`config.mk`:
```
export PLATFORM = sky130hd
export DESIGN_NAME = mult_seq_ctrl
export DESIGN_NICKNAME = d
export VERILOG_FILES = /design/src/rtl/mult_seq_ctrl.sv
export SDC_FILE = /design/constraint.sdc
export NUM_CORES = 1
export LEC_CHECK = 0
export CAP_MARGIN = 20
export CORE_MARGIN = 3
export CORE_UTILIZATION = 49
export DETAILED_ROUTE_END_ITERATION = 10
export GPL_ROUTABILITY_DRIVEN = 0
export PLACE_DENSITY = 0.81
export SLEW_MARGIN = 10
export SYNTH_ARGS = -nofsm -noshare
export SYNTH_HDL_FRONTEND = slang
export SYNTH_SLANG_ARGS = --single-unit
```
`constraint.sdc`:
```
create_clock -name clk -period 4.4 [get_ports clk]
set_clock_uncertainty 0.15 [all_clocks]
set_input_delay 0.66 -clock clk [delete_from_list [all_inputs] [get_ports clk]]
set_output_delay 0.66 -clock clk [all_outputs]
set_load 0.01 [all_outputs]
```
`src/rtl/mult_seq_ctrl.sv`:
```
// Shift-and-add multiply sequencer driving an external WIDTH-bit adder.
// One adder pass per RUN cycle; product is latched on the edge that enters DONE.
//
// state | meaning
// IDLE  | waiting for start; adder operands forced to zero
// RUN   | one shift-and-add pass per cycle, cnt passes remaining
// DONE  | one-cycle done pulse; start here launches the next multiply
module mult_seq_ctrl #(
  parameter int WIDTH = 8,
  parameter int CNT_W = 4
) (
  input  logic                 clk,
  input  logic                 rst_n,
  input  logic                 start,
  input  logic [WIDTH-1:0]     a,
  input  logic [WIDTH-1:0]     b,
  output logic                 busy,
  output logic                 done,
  output logic [2*WIDTH-1:0]   product,
  output logic [WIDTH-1:0]     add_x,
  output logic [WIDTH-1:0]     add_y,
  output logic                 add_cin,
  input  logic [WIDTH-1:0]     add_s,
  input  logic                 add_cout
);

  typedef enum logic [1:0] {
    S_IDLE = 2'd0,
    S_RUN  = 2'd1,
    S_DONE = 2'd2
  } state_t;

  state_t             state, state_nxt;
  logic [WIDTH-1:0]   m_q, q_q, acc_q;
  logic [CNT_W-1:0]   cnt_q;
  logic               load, step, last;

  assign last = (cnt_q == CNT_W'(1));

  always_ff @(posedge clk or negedge rst_n) begin
    if (!rst_n) state <= S_IDLE;
    else        state <= state_nxt;
  end

  always_comb begin
    state_nxt = state;
    load      = 1'b0;
    step      = 1'b0;
    busy      = 1'b0;
    done      = 1'b0;
    add_x     = '0;
    add_y     = '0;
    add_cin   = 1'b0;
    case (state)
      S_IDLE: begin
        if (start) begin
          load      = 1'b1;
          state_nxt = S_RUN;
        end
      end
      S_RUN: begin
        busy  = 1'b1;
        step  = 1'b1;
        add_x = acc_q;
        add_y = q_q[0] ? m_q : '0;
        if (last) state_nxt = S_DONE;
      end
      S_DONE: begin
        done = 1'b1;
        if (start) begin
          load      = 1'b1;
          state_nxt = S_RUN;
        end else begin
          state_nxt = S_IDLE;
        end
      end
      default: state_nxt = S_IDLE;
    endcase
  end

  // Carry-out becomes the new accumulator MSB, so the 2*WIDTH result never overflows.
  always_ff @(posedge clk or negedge rst_n) begin
    if (!rst_n) begin
      m_q     <= '0;
      q_q     <= '0;
      acc_q   <= '0;
      cnt_q   <= '0;
      product <= '0;
    end else if (load) begin
      m_q   <= a;
      q_q   <= b;
      acc_q <= '0;
      cnt_q <= CNT_W'(WIDTH);
    end else if (step) begin
      acc_q <= {add_cout, add_s[WIDTH-1:1]};
      q_q   <= {add_s[0], q_q[WIDTH-1:1]};
      cnt_q <= cnt_q - CNT_W'(1);
      if (last) product <= {add_cout, add_s, q_q[WIDTH-1:1]};
    end
  end

endmodule

```
Yosys cells after proc, flatten, opt, wreduce, memory -nomap -nowiden
Cells that the tools add are included.
Widths: inputs -> output; s select.
Word-level totals
  bits in registers: 46
Cells by class
  $add $sub $neg: 1
  eq/ne operators: 5
  multiplexer cells: 17
  bitwise operators: 1
  reductions and logical operators: 5
Operators by type and width (count)
  $mux 8: 7
  $mux 4: 2
  $pmux 2 s3: 1
  $mux 1: 5
  $eq 4x1->1 const B: 1
  $mux 2: 2
  $ne 2x2->1 const B: 2
  $sub 4x1->4 const B: 1
  $reduce_and 3->1: 1
  $eq 2x1->1 const B: 1
  $eq 2x2->1 const B: 1
  $logic_not 2->1: 1
  $reduce_and 2->1: 1
  $reduce_bool 2->1: 1
  $reduce_or 2->1: 1
  $not 1->1: 1

Longest topological paths before layout
  depth in word-level cells: 5
  gate-level depth with buffers: 6
  mapped depth without buffers: 5

Least setup slack after synthesis
OpenSTA, ideal clock, no wires.
  kind: register -> output
  start: reg state[1]
  end: out add_x[0]
  data arrival time: 1.165 ns
  required time: 3.590 ns
  path slack: 2.425 ns
  cell stages (with the launch flop): 5
  buffers on the path: 1
  cell sequence: dfrtp_1 > nand2b_2 > clkinv_2 > clkbuf_1 > and2_1
On the way
  word-level cells in the longest chain between the ends: 2
RTL lines
  start, declared: line 33  | state_t state, state_nxt;
  start signal, assigned: line 42  | else state <= state_nxt;
  $eq 2x1->1: line 54  | case (state)
  $mux 8: line 54
  end, declared: line 20  | output logic [WIDTH-1:0] add_x,
No other way between the ends.

Worst setup path after layout
  start: reg state[0]
  end: out add_y[2]
On the way
  word-level cells in the longest chain between the ends: 2
RTL lines
  $eq 2x1->1: line 54
  $mux 8: line 54
  end, declared: line 21  | output logic [WIDTH-1:0] add_y,
No other way between the ends.

==> key figures <==
Worst setup path
  – Crit-path max FO: 37
  – Worst EP arrival: 2.27 ns
  – CP startpoint kind: flip-flop
  – Category of the most critical setup path: reg -> out
  – Worst endpoint required time: 3.59 ns
  – CP Capture Type: output port

Logic synthesis
  – Largest area contributor in the netlist: dfrtp_1
  – Post-synth EDFFs: 0
  – Yosys top cell area share: 58.3%
  – Syn Std Cell Area: 0.00197 mm2
  – Prevailing post-synth register cell: dfrtp_1
  – Syn avg cell area: 11.5 um2
  – Fraction of registers with async set/reset: 100%
  – Area contributors post-synth: dfrtp_1, mux2_4, nand2_1, mux2_2, a22o_1
  – Yosys warnings: 0
  – Gate Count Post-Synth: 172
  – Post-synthesis sequential area ratio: 58.3%
  – Mapped Nets: 202
  – #FFs+latches synth: 46
  – Distinct cells, synth: 32

Job
  – Number of max-cap violations: 0

Die
  – Die area: 0.00483 mm2
  – Core Footprint: 0.00377 mm2
  – Row cnt: 22
  – Die Wd: 69.5 um
  – I/O pin cnt: 63
  – Starting Density: 52.4%
  – DIE HEIGHT: 69.5 um

Detailed routing
  – Met2 routed WL: 2.01 mm
  – Routed Wire Length: 4.18 mm
  – Drt drc: 0
  – DR WL/cell: 14.9 um
  – Top sig layer: met4
  – Met1 wire length: 1.94 mm
  – Detail Route Antenna Nets: 0
  – Drt pass-1 iters: 5
  – Initial DRC Count: 148
  – Via/cell ratio: 5.19
  – Routed met3 length: 166 um
  – Via count: 1454

Cells and area
  – Final Non-Filler Cells: 280
  – Layout cell share with drive strength beyond 1: 13.4%
  – Multi-input gate area: 756 um2
  – Antenna diodes: 0
  – Final #Nets: 261
  – Reg area: 0.00115 mm2
  – Final core occ: 72.6%
  – Fillcell total: 256
  – Final Cell Area: 0.00274 mm2
  – P&R area growth vs syn: 38.7%

Clock network
  – Clock net sink count: 46
  – Post-CTS setup buffer count: 0
  – H-Tree Depth: 2
  – Hold buffers post-CTS: 0
  – Resize count post-CTS: 0
  – Worst-path clk slew: 0.09 ns
  – CTS tree: built
  – Clock latency on the worst-skew pair: 0.30 ns
  – Max clock buf depth: 2
  – Inserted Clock Buffers: 5
  – CTS root buf: clkbuf_8

Timing
  – Final setup fails: 0
  – Final WS setup: 1.32 ns
  – Fmax: 325 MHz
  – RSZ-0062 raised after global routing: no
  – Final Cycle Share: 70.0%
  – Setup_tns: 0 ns
  – Final Hold Vio Count: 0
  – Hold Slack: 0.322 ns
  – Min Tclk post-route: 3.08 ns
  – Slew Limit Fails: 0
  – Worst Tran Pin Value: 0.988 ns
  – Worst rel slew slack: 34.1%

Run status
  – Status: finished, final reports clean

Global route
  – Gr ovfl total: 0
  – Largest net degree at the start of global routing: 47
  – Vias in the first global route: 1426
  – GRT Overall Usage: 18.3%
  – First-pass GRT wire length: 7.00 mm
  – Initial antenna violation count: 0

Power and ir drop
  – Power Internal: 1.39 mW
  – Combinational power share: 43.9%
  – Clk pwr share: 18.4%
  – Sw frac: 32.6%
  – Sequential share of power: 37.7%
  – Power Density: 751 mW/mm2
  – Lkg Pwr: 1.27 nW
  – Switching power of the nets: 0.671 mW
  – Total power draw: 2.06 mW
  – Max VDD drop: 0.000364 V

Worst hold path
  – HP Class: reg -> reg

Placed design
  – Placed cell area: 0.00260 mm2
  – Setup WS pre-CTS: 1.69 ns
  – Dpl cells: 272
  – Hpwl dp: 2.87 mm
  – Port Buffer Count: 61
==> cell type report <==
cell class	count	area share [%]
clock buffers	6	3.02
clock inverters	2	2.19
inverters	4	0.594
multi-input cells	112	27.6
flip-flops and latches	46	42.0
well taps	48	2.19
repair buffers	62	22.4
==> routing by layer <==
metal | GRT usage, % | up-vias
met5 | 0 | -
li1 | - | 699
met2 | 27.4 | 32
met1 | 26.5 | 716
met3 | 4.20 | 7
met4 | 5.86 | 0
==> worst paths after layout <==
check / from / to / slack (ns) / depth (start not counted)
setup / recovery: state[0] / add_y[2] / 1.32 / 4
hold / removal: m_q[4] / m_q[4] / 0.32 / 2
setup reg to reg: state[0] / product[12] / 2.19 / 4
hold reg to reg: m_q[4] / m_q[4] / 0.32 / 2
max in group asynchronous: rst_n / cnt_q[2] / 3.12 / 1
min in group asynchronous: rst_n / product[13] / 0.37 / 1
==> worst max-delay path, cell delays in order (launching register included) <==
cell	delay (ns)
dfrtp_1	0.43
nand2b_2	0.23
clkinv_2	0.44
and3_1	0.38
clkdlybuf4s50_1	0.48
==> power groups by stage <==
stage / sequential (mW) / combinational (mW) / clock (mW)
5_1_grt: 0.803 / 0.986 / 0.399
3_5_place_dp: 0.776 / 0.909 / 0
4_1_cts: 0.775 / 0.912 / 0.383
6_report: 0.775 / 0.904 / 0.379
2_1_floorplan: 0.777 / 0.483 / 0
3_3_place_gp: 0.771 / 0.887 / 0
==> cell usage in the layout, fill, tap and decap left out, types with 2 or more instances in the layout <==
cell,count
o22ai_1,2
mux2_2,7
nand2_1,34
clkdlybuf4s50_1,60
nor2b_1,2
ha_1,2
bufinv_16,2
inv_1,3
dfrtp_1,46
clkbuf_8,6
mux2_4,9
nor2_1,7
nor3_1,3
a22oi_1,2
and3_1,8
nand3_1,3
and2_1,8
a31oi_1,5
a22o_1,8
o21ai_0,2
==> synth_stat cells, drive strengths merged, types with 2 or more instances <==
cell	instances
nor3	3
a22o	8
and3	8
inv	3
nand2	35
a22oi	2
nand3	3
ha	2
clkbuf	6
nor2b	2
nand2b	2
and2	8
o22ai	2
mux2	16
o21ai	2
dfrtp	46
nor2	8
a31oi	5
buf	4
==> state kept, by name, indices dropped and copies added, names as in the netlist <==
name,count
state,2
acc_q,8
q_q,8
product,16
cnt_q,4
m_q,8
==> kinds of logic (layout without fill, tap and decap cells) <==
group	after synthesis	count (layout)	share of synthesized area, %
fa+ha+maj	2	2	1.27
simple gates	71	71	17.7
buf+inv	14	74	3.42
flops	46	46	58.3
compound gates	21	21	7.86
mux	16	16	10.8
xor+xnor	1	1	0.444
other cells	1	1	0.190
(Power assumes the default switching activity.)
